File: src/rtl/uart_rx_8n1.sv
// uart_rx_8n1: oversampled UART receiver for 8-N-1 frames on the 1 MHz system clock.
// Each start edge is confirmed at half a bit period.
// Later bits are sampled one full period apart, so every sample lands mid-bit.
// Optional macro UART_RX_PARITY_EN switches the frame to 8-E-1.
// That build adds a parity bit between data bit 7 and the stop bit.
module uart_rx_8n1 #(
  parameter int unsigned CLKS_PER_BIT = 104,
  parameter int unsigned SYNC_STAGES  = 2
) (
  input  logic       clk_1MHz,
  input  logic       rst,
  input  logic       rx,
  output logic [7:0] outData,
  output logic       valid,
  output logic       frame_err,
  output logic       busy
);

  localparam int unsigned CntW = $clog2(CLKS_PER_BIT);
  localparam logic [CntW-1:0] HalfM1 = CntW'(CLKS_PER_BIT / 2 - 1);
  localparam logic [CntW-1:0] FullM1 = CntW'(CLKS_PER_BIT - 1);

`ifdef UART_RX_PARITY_EN
  typedef enum logic [2:0] {StIdle, StStart, StData, StParity, StStop} state_e;
`else
  typedef enum logic [2:0] {StIdle, StStart, StData, StStop} state_e;
`endif

  state_e                 state_q, state_d;
  logic [CntW-1:0]        cnt_q, cnt_d;
  logic [2:0]             bit_idx_q, bit_idx_d;
  logic [7:0]             shift_q, shift_d;
  logic [7:0]             data_q, data_d;
  logic                   valid_q, valid_d;
  logic                   ferr_q, ferr_d;
  logic [SYNC_STAGES-1:0] sync_q;
  logic                   rx_s;
  logic                   par_ok;

`ifdef UART_RX_PARITY_EN
  logic par_err_q, par_err_d;
  assign par_ok = ~par_err_q;
`else
  assign par_ok = 1'b1;
`endif

  // Synchronizer for the asynchronous line; flops reset to the idle (high) level.
  always_ff @(posedge clk_1MHz or negedge rst) begin
    if (!rst) begin
      sync_q <= '1;
    end else begin
      sync_q <= {sync_q[SYNC_STAGES-2:0], rx};
    end
  end

  assign rx_s = sync_q[SYNC_STAGES-1];

  // State register and datapath flops.
  always_ff @(posedge clk_1MHz or negedge rst) begin
    if (!rst) begin
      state_q   <= StIdle;
      cnt_q     <= '0;
      bit_idx_q <= '0;
      shift_q   <= '0;
      data_q    <= '0;
      valid_q   <= 1'b0;
      ferr_q    <= 1'b0;
`ifdef UART_RX_PARITY_EN
      par_err_q <= 1'b0;
`endif
    end else begin
      state_q   <= state_d;
      cnt_q     <= cnt_d;
      bit_idx_q <= bit_idx_d;
      shift_q   <= shift_d;
      data_q    <= data_d;
      valid_q   <= valid_d;
      ferr_q    <= ferr_d;
`ifdef UART_RX_PARITY_EN
      par_err_q <= par_err_d;
`endif
    end
  end

  // Next-state logic: bit timing, sampling, and strobe generation.
  always_comb begin
    state_d   = state_q;
    cnt_d     = cnt_q;
    bit_idx_d = bit_idx_q;
    shift_d   = shift_q;
    data_d    = data_q;
    valid_d   = 1'b0;
    ferr_d    = 1'b0;
`ifdef UART_RX_PARITY_EN
    par_err_d = par_err_q;
`endif
    unique case (state_q)
      StIdle: begin
        cnt_d = '0;
        // A line still low after a failed stop bit re-enters START at once.
        if (!rx_s) begin
          state_d   = StStart;
          bit_idx_d = '0;
`ifdef UART_RX_PARITY_EN
          par_err_d = 1'b0;
`endif
        end
      end
      StStart: begin
        if (cnt_q == HalfM1) begin
          cnt_d   = '0;
          // A high line at mid start bit was only a glitch.
          state_d = rx_s ? StIdle : StData;
        end else begin
          cnt_d = cnt_q + 1'b1;
        end
      end
      StData: begin
        if (cnt_q == FullM1) begin
          cnt_d            = '0;
          shift_d[bit_idx_q] = rx_s;
          if (bit_idx_q == 3'd7) begin
`ifdef UART_RX_PARITY_EN
            state_d = StParity;
`else
            state_d = StStop;
`endif
          end else begin
            bit_idx_d = bit_idx_q + 3'd1;
          end
        end else begin
          cnt_d = cnt_q + 1'b1;
        end
      end
`ifdef UART_RX_PARITY_EN
      StParity: begin
        if (cnt_q == FullM1) begin
          cnt_d   = '0;
          state_d = StStop;
          // Even parity: data ones plus the parity bit must be even.
          if (^shift_q ^ rx_s) begin
            par_err_d = 1'b1;
          end
        end else begin
          cnt_d = cnt_q + 1'b1;
        end
      end
`endif
      StStop: begin
        if (cnt_q == FullM1) begin
          cnt_d   = '0;
          state_d = StIdle;
          if (rx_s && par_ok) begin
            data_d  = shift_q;
            valid_d = 1'b1;
          end else begin
            ferr_d = 1'b1;
          end
        end else begin
          cnt_d = cnt_q + 1'b1;
        end
      end
      default: begin
        state_d = StIdle;
        cnt_d   = '0;
      end
    endcase
  end

  assign outData   = data_q;
  assign valid     = valid_q;
  assign frame_err = ferr_q;
  assign busy      = (state_q != StIdle);

endmodule
File: config.mk
export PLATFORM = sky130hd
export DESIGN_NAME = uart_rx_8n1
export DESIGN_NICKNAME = d
export VERILOG_FILES = /design/src/rtl/uart_rx_8n1.sv
export SDC_FILE = /design/constraint.sdc
export NUM_CORES = 1
export LEC_CHECK = 0
export ABC_AREA = 1
export ABC_CLOCK_PERIOD_IN_PS = 2000
export CORE_MARGIN = 3
export CORE_UTILIZATION = 50
export CTS_CLUSTER_SIZE = 25
export DETAILED_ROUTE_END_ITERATION = 10
export DONT_BUFFER_PORTS = 1
export HOLD_SLACK_MARGIN = 0.02
export PLACE_DENSITY = 0.75
export SLEW_MARGIN = 20
export SYNTH_ARGS = -nofsm -noshare
export SYNTH_HDL_FRONTEND = slang
export SYNTH_SLANG_ARGS = --single-unit
File: constraint.sdc
create_clock -name clk_1MHz -period 2 [get_ports clk_1MHz]
set_input_delay 0.4 -clock clk_1MHz [delete_from_list [all_inputs] [get_ports clk_1MHz]]
set_output_delay 0.4 -clock clk_1MHz [all_outputs]
set_load 0.005 [all_outputs]
# Word-level counts from Yosys, hierarchy flattened
# Index checks and enable logic that the tools add are counted.
[classes]
n_lt_le_gt_ge = 2
n_addsub = 2
eq_ne = 12
n_reduce_logical = 9
muxes = 23
[op_table]
columns = ["cell", "n"]
rows = [
  ["3-bit two-way mux", 8],
  ["7-bit two-way mux", 2],
  ["7-bit one-hot mux with 2 select lines", 1],
  ["2-bit inequality test, second input constant", 6],
  ["3-bit one-hot mux with 4 select lines", 1],
  ["8-bit bitwise mux", 1],
  ["7-bit by 1-bit adder with 7-bit output, second input constant", 1],
  ["7-bit by 6-bit equality test with 1-bit output, second input constant", 1],
  ["7-bit equality test, second input constant", 1],
  ["1-bit two-way mux", 7],
  ["3-bit by 2-bit equality test with 1-bit output, second input constant", 2],
  ["3-bit one-hot mux with 2 select lines", 1],
  ["5-bit AND reduction", 1],
  ["3-bit by 4-bit less-than comparator with 1-bit output, second input constant", 1],
  ["4-bit AND reduction", 1],
  ["3-bit by 1-bit adder with 3-bit output, second input constant", 1],
  ["1-bit demux with 3-bit select", 1],
  ["3-bit by 1-bit equality test with 1-bit output, second input constant", 1],
  ["3-bit equality test, second input constant", 1],
  ["3-bit by 1-bit greater-or-equal comparator with 1-bit output, second input constant", 1],
  ["3-bit logical NOT", 1],
  ["3-bit AND reduction", 1],
  ["3-bit nonzero test", 1],
  ["2-bit two-way mux", 1],
  ["other kinds (4)", 4],
]
[word_totals]
inputBits = 3
register_bits = 33
word_cells = 56
output_inout_bits = 11

# Depth between registers and ports, before layout
# Gate-level depths: netlist of the first run.
[logic_depth]
ltp_word = 5
depth_mapped = 10
depth_no_buf = 10

# Worst setup path after synthesis of the first run
# OpenSTA, ideal clock, no wires.
[synth_path]
kind = "register to register"
start = "reg bit_idx_q[0]"
end = "reg bit_idx_q[1]"
synth_period_minus_slack_ps = 1480
required_time_ps = 1882
stages_incl_launch_ff = 8
n_path_buf = 0
setup_time_ps = 118
arrival_ps = 1362
setup_slack_ps = 520
cell_sequence = "dfrtp_1 -> ha_1 -> ha_1 -> or2_2 -> nand2_1 -> nand2_2 -> nand2_1 -> o21ai_2"
[synth_between]
elab_chain_cells = 4
elab_cells_between_ends = 7
classes_between = "add/sub (1); eq/ne (2); mux (3); reduce/logical (1)"
[synth_lines]
columns = ["item", "line_no", "rtl"]
rows = [
  ["start, declared", "31", "logic [2:0] bit_idx_q, bit_idx_d;"],
  ["start signal, assigned", "74", "bit_idx_q <= bit_idx_d;"],
  ["3-bit by 1-bit adder with 3-bit output", "129", "bit_idx_d = bit_idx_q + 3'd1;"],
  ["3-bit two-way mux", "122", "if (bit_idx_q == 3'd7) begin"],
  ["3-bit two-way mux", "119", "if (cnt_q == FullM1) begin"],
  ["3-bit one-hot mux with 2 select lines", "97", "unique case (state_q)"],
]
# Parallel ways exist; a longest one is shown, timed or not. The select of a mux whose other input is x is not followed.
# A chain may end at the register's enable or synchronous reset.

# Worst setup path after layout of the first run
# Ends and elaborated chain as after synthesis.

==> flow_summary.toml, run 1 <==
[final_layout]
diodes = 0
nNetsFinal = 187
instances_no_fill = 213
drive_gt1_share_pct = 13.2
syn2layout_area_growth_pct = 8.72

[cts]
clkLatencyLatePin_ps = 330
cts_sinks = 32
ctsResizeCount = 0
cts_tree = "done"
htreeDepth = 2
clockBufferDepth = 2
clk_pin_slew_worst_paths_ps = 90
cts_buffers = 5
root_buffer = "clkbuf_4"

[worst_setup_path]
endpoint_kind = "flop"
r2r_cells = 7
r2r-end = "bit_idx_q[1]$_DFFE_PN0P_"
cp_max_fo = 8
cp_num_cells = 7
cpMaxStageDelayCell = "dfrtp_1"
critical-path-max-stage-delay_ps = 480
crit_family = "simple AND/OR/NAND/NOR gates"
worstPathRequired_ps = 2230
path_cells = "ha_1, ha_1, or2_2, nand2_1, nand2_2, nand2_1, o21ai_2"
cp.arrival_ps = 1880
r2r_setup_slack_ps = 350
criticalPathCategory = "reg -> reg"
rr_startpoint = "bit_idx_q[0]$_DFFE_PN0P_"
crit_end = "bit_idx_q[1]$_DFFE_PN0P_"
critPathLaunchType = "flop"
crit_start = "bit_idx_q[0]$_DFFE_PN0P_"
path_buf_inv = 0

[grt]
antenna_found_initial = 0
grt_pass1_vias = 1072
grtUsageMet2_pct = 26.9
grt_max_degree = 33
use_met3_pct = 5.74
use_met1_pct = 23.0
busiest_layer = "met2"
grt_remaining_overflow = 0
grt_util_all_layers_pct = 17.8
grt_pass1_wl_um = 4750

[floorplan]
die_area_um2 = 3680
initial_core_util_pct = 53.2
num_io_pins = 14
die_h_um = 60.6
coreArea_um2 = 2810
die_x_um = 60.6
rows = 19

[logic_synthesis]
synth_area_leaders = "dfrtp_1 (50%), nand2_1 (12%), o21ai_0 (6.0%)"
synth_most_common_cell = "nand2_1"
yosys_most_used_dff = "dfrtp_1"
synth_area_leader_cell = "dfrtp_1"
synth.lib_cells_used.distinct = 23
synth_area_um2 = 1490
synth-seq-cells = 32
ys_warn_count = 0
synth_nets = 178
synthCells = 172
synth_area_per_cell_um2 = 8.68
yosys-top-cells-count = "nand2_1 (47), dfrtp_1 (30), inv_1 (24)"
synth_top_area_share_pct = 50.3
yosysSeqAreaShare_pct = 53.8
synthArstFlopShare_pct = 100
synth_edf_count = 0

[place]
gp_congestion = 0.796
dp_slack_ps = 368
portBuffers = 0
dp_cells = 203
dp_hpwl_um = 1880

[sta]
relSlewSlack_pct = 77.8
fin_skew_ps = 6.28
final_hold_viol_count = 0
fin_crit_sh_pct = 82.5
tightest_slew_ps = 332
period_needed_ps = 1650
setup_viol = 0
rsz0062_at_grt = "false"
drv_slew = 0
fin_setup_tns_ps = 0
layout_setup_ws_ps = 349
fmax_mhz = 606

[route]
route.vias.total = 1103
wire_per_inst_um = 12.3
drtIter0Drc = 75
vias_per_cell = 5.18
drtPass1Iterations = 4
remaining_drc_errors = 0
routed_wl_um = 2630
detail-route-antenna-nets = 0

[power]
vdd_drop_max_v = 0.000369
power.internal_uw = 823
leakage_uw = 0.000813
powerDensity_nw_per_um2 = 654
p_sw_share_pct = 22.5
p_total_uw = 1060
p_comb_share_pct = 2.1
switchingPower_uw = 239
power_frac_clock_pct = 36.5
power.share.sequential_pct = 61.4

[flow_run]
max-cap-violations = 0

[outcome]
status = "finished clean"

[worst_hold_path]
min_path_cells = 0
hp-class = "in -> reg"
registers in the layout, summed over array words and instances (netlist names):
name and flops:
state_q 2, valid 1, outData 8, sync_q 2, frame_err 1, bit_idx_q 3
shift_q 8, cnt_q 7
power by group through the flow:
stage | Combinational, uW | Sequential [uW] | Clock [uW]
final | 22.2 | 652 | 388
after global placement | 4.10 | 664 | 0
after detailed placement | 4.14 | 665 | 0
after global routing | 25.5 | 653 | 437
after floorplan | 3.37 | 664 | 0
after CTS | 23.3 | 652 | 400
stage by stage:
stage / area, um^2 / util [%] / hold slack, ps
after global routing: 1620 / 57.9 / 32.4
after global placement: 1530 / 54.6 / 105
after CTS: 1620 / 57.9 / 40.5
after detailed placement: 1530 / 54.6 / 105
after floorplan: 1490 / - / 104
final: 1620 / 57.9 / 58.2
layout by cell type (no fill, tap or decap), types with 2 or more instances in the layout:
cell type	Yosys	routed
inv_1	24	24
o21ai_0	18	18
nand2_1	47	47
dfrtp_1	30	30
nor3_4	2	2
nor2_1	16	16
nand3_1	7	7
clkbuf_4	0	5
dfstp_2	2	2
nor2_4	3	3
clkinv_2	0	2
nand4_1	2	2
o21ai_1	2	2
nor3_1	4	4
ha_1	3	3
nand2_2	3	3
logic make-up after synthesis:
kind of cell | synth area share [%]
AND/OR/NAND/NOR | 28.1
flip-flops | 53.8
buffers and inverters | 6.29
AO/OA/AOI/OAI | 8.72
adder cells (fa/ha/maj) | 2.51
XOR/XNOR | 0.587
cell type report:
cell class / instances / area (um^2)
Clock inverter: 2 / 10.0
Multi-Input combinational cell: 115 / 596
Sequential cell: 32 / 803
Inverter: 25 / 93.8
Timing Repair Buffer: 2 / 30.0
Clock buffer: 6 / 51.3
Tap cell: 31 / 38.8
Fill cell: 247 / 1180
per-layer routing:
metal | wire (um) | part of all wire, %
met3 | 111 | 4.2
met5 | 0 | 0
met4 | 62 | 2.4
met2 | 1170 | 45
met1 | 1280 | 49
timing repair:
item	4_1_cts	5_1_grt
hold endpoints to repair	32	0
hold buffers	2	0
setup buffers	0	0
how the worst min path moves through the flow:
stage	end	slack, ps	start
floorplan	bit_idx_q[0]$_DFFE_PN0P_	100	rst
global placement	cnt_q[6]$_DFF_PN0_	110	rst
detailed placement	cnt_q[4]$_DFF_PN0_	110	rst
CTS	sync_q[0]$_DFF_PN1_	40	rx
global route	sync_q[0]$_DFF_PN1_	30	rx
finish	sync_q[0]$_DFF_PN1_	60	rx
(Power assumes the default switching activity.)
==> run 2, diff against run 1 <==
Settings changed: ABC_CLOCK_PERIOD_IN_PS 2000 to 1700.
Clock period 2 ns to 1.7 ns, I/O delays scaled along.
==> run 2 against run 1 <==
Sequential share of layout area shrank 1.3 points. Combinational power grew 33%. Critical path depth is the same. Core utilization grew 1.7 points. Sequential power grew 18%. Sequential cell count is the same. Register-to-register slack lost 200 ps. Maximum frequency grew 6.8%. Via count grew 0.73%. Die area is the same. Routed wire length shrank 1.3%. Critical path type unchanged. Largest cell class unchanged. Highest routed layer unchanged.
==> flow_summary.toml, run 2 (synthesis results as in run 1) <==
[outcome]
status = "finished clean"

[route]
met2WireLength_um = 1190
wl_met3_um = 117
drtPass1Iterations = 4
vias_per_cell = 5.12
detail-route-antenna-nets = 0
top_layer = "met4"
remaining_drc_errors = 0
wire_per_inst_um = 11.9
drtIter0Drc = 62
route.vias.total = 1111
routed_wl_um = 2590
m1WireLength_um = 1240

[grt]
grt_util_all_layers_pct = 16.6
grt_max_degree = 33
grt_pass1_vias = 1008
grt_remaining_overflow = 0
grt_pass1_wl_um = 4450
antenna_found_initial = 0

[cts]
htreeDepth = 2
root_buffer = "clkbuf_4"
clockBufferDepth = 2
cts_sinks = 32
clk_pin_slew_worst_paths_ps = 100
cts_buffers = 5
cts_tree = "done"
clkLatencyLatePin_ps = 330

[sta]
tightest_slew_ps = 341
layout_setup_ws_ps = 154
fmax_mhz = 647
fin_crit_sh_pct = 91.0
drv_slew = 0
fin_skew_ps = 8.31
final_hold_viol_count = 0
setup_viol = 0
relSlewSlack_pct = 77.2
period_needed_ps = 1550

[worst_setup_path]
criticalPathCategory = "reg -> reg"
crit_family = "simple AND/OR/NAND/NOR gates"
cp_max_fo = 6
endpoint_kind = "flop"
path_cells = "ha_1, ha_1, or2_2, nand2_1, nand2_2, nand2_1, o21ai_2"
path_buf_inv = 0
critPathLaunchType = "flop"
cp_num_cells = 7
r2r_cells = 7
worstPathRequired_ps = 1930
critical-path-max-stage-delay_ps = 450
cp.arrival_ps = 1780
cpMaxStageDelayCell = "dfrtp_1"

[floorplan]
coreArea_um2 = 2810
initial_core_util_pct = 53.2
die_h_um = 60.6
die_area_um2 = 3680
num_io_pins = 14
rows = 19
die_x_um = 60.6

[final_layout]
layout_common_cells = "nand2_1 (47), dfrtp_1 (29), inv_1 (24), o21ai_0 (18), nor2_1 (16)"
nNetsFinal = 191
drive_gt1_share_pct = 15.6
syn2layout_area_growth_pct = 11.8
instances_no_fill = 217
diodes = 0
final_common_cell = "nand2_1"

[worst_hold_path]
hp-class = "reg -> reg"
min_path_cells = 0

[place]
portBuffers = 0
gp_congestion = 0.849
dp_hpwl_um = 1780
dp_cells = 205
dp_slack_ps = 143

[power]
vdd_drop_max_v = 0.000372
leakage_uw = 0.000828
powerDensity_nw_per_um2 = 742

[flow_run]
max-cap-violations = 0
[run 2: cell count changes in the layout (fill, tap and decap cells not counted)]
cell           before  now
ha_1                3    2
buf_4               0    3
ha_4                0    1
dfrtp_1            30   29
dfrtp_2             0    1
dlygate4sd3_1       1    2
[run 2: layout make-up]
type / count / area, um^2
clock buffer: 6 / 51.3
clock inverter: 2 / 10.0
fill: 239 / 1140
inverter: 25 / 93.8
multi-input combinational: 115 / 608
sequential: 32 / 805
tap: 31 / 38.8
timing repair buffer: 6 / 62.6
[run 2: worst register-to-register path, stage by stage (launching register included)]
cell and delay (ps):
dfrtp_1 450, ha_1 210, ha_1 170, or2_2 300, nand2_1 70, nand2_2 100, nand2_1 90, o21ai_2 50
[run 2: what timing repair did]
| item | in CTS | in global routing |
|---|---|---|
| gates resized for setup | 0 | 3 |
| hold buffers | 3 | 0 |
| endpoints found under the hold margin | 33 | 0 |
| setup buffers | 0 | 1 |
| setup endpoints to repair | 0 | 7 |
[run 2: where the power goes]
group / switching [uW] / internal [uW] / total [uW] / leakage (uW)
clock: 246 / 196 / 442 / 0.0000380
sequential: 1.96 / 765 / 767 / 0.000424
combinational: 19.8 / 9.74 / 29.6 / 0.000366
total: 267 / 971 / 1240 / 0.000828
[run 2: worst paths after layout]
| check | from | end | slack [ps] |
|---|---|---|---|
| worst max-delay path | bit_idx_q[1]$_DFFE_PN0P_ | bit_idx_q[1]$_DFFE_PN0P_ | 150 |
| worst min-delay path | sync_q[0]$_DFF_PN1_ | sync_q[1]$_DFF_PN1_ | 370 |
| worst max register to register | bit_idx_q[1]$_DFFE_PN0P_ | bit_idx_q[1]$_DFFE_PN0P_ | 150 |
| worst min register to register | sync_q[0]$_DFF_PN1_ | sync_q[1]$_DFF_PN1_ | 370 |
| max in group asynchronous | rst | sync_q[1]$_DFF_PN1_ | 1000 |
| min in group asynchronous | rst | outData[1]$_DFFE_PN0P_ | 460 |
[run 2: per-layer routing]
layer / track usage, % / vias to the layer above
met4: 7.74 / 0
met3: 6.81 / 4
li1: - / 567
met1: 22.6 / 514
met2: 23.1 / 26
met5: 0 / -
[run 2: through the flow]
stage | total power [uW] | hold WS, ps | setup TNS [ps] | cell area [um^2] | util, %
after global routing | 1310 | 378 | -3.50 | 1670 | 59.5
after CTS | 1260 | 375 | 0 | 1650 | 58.7
final | 1240 | 374 | 0 | 1670 | 59.5
after floorplan | 785 | 44.4 | 0 | 1490 | -
after global placement | 789 | 45.3 | 0 | 1550 | 55.1
after detailed placement | 789 | 45.3 | 0 | 1550 | 55.1
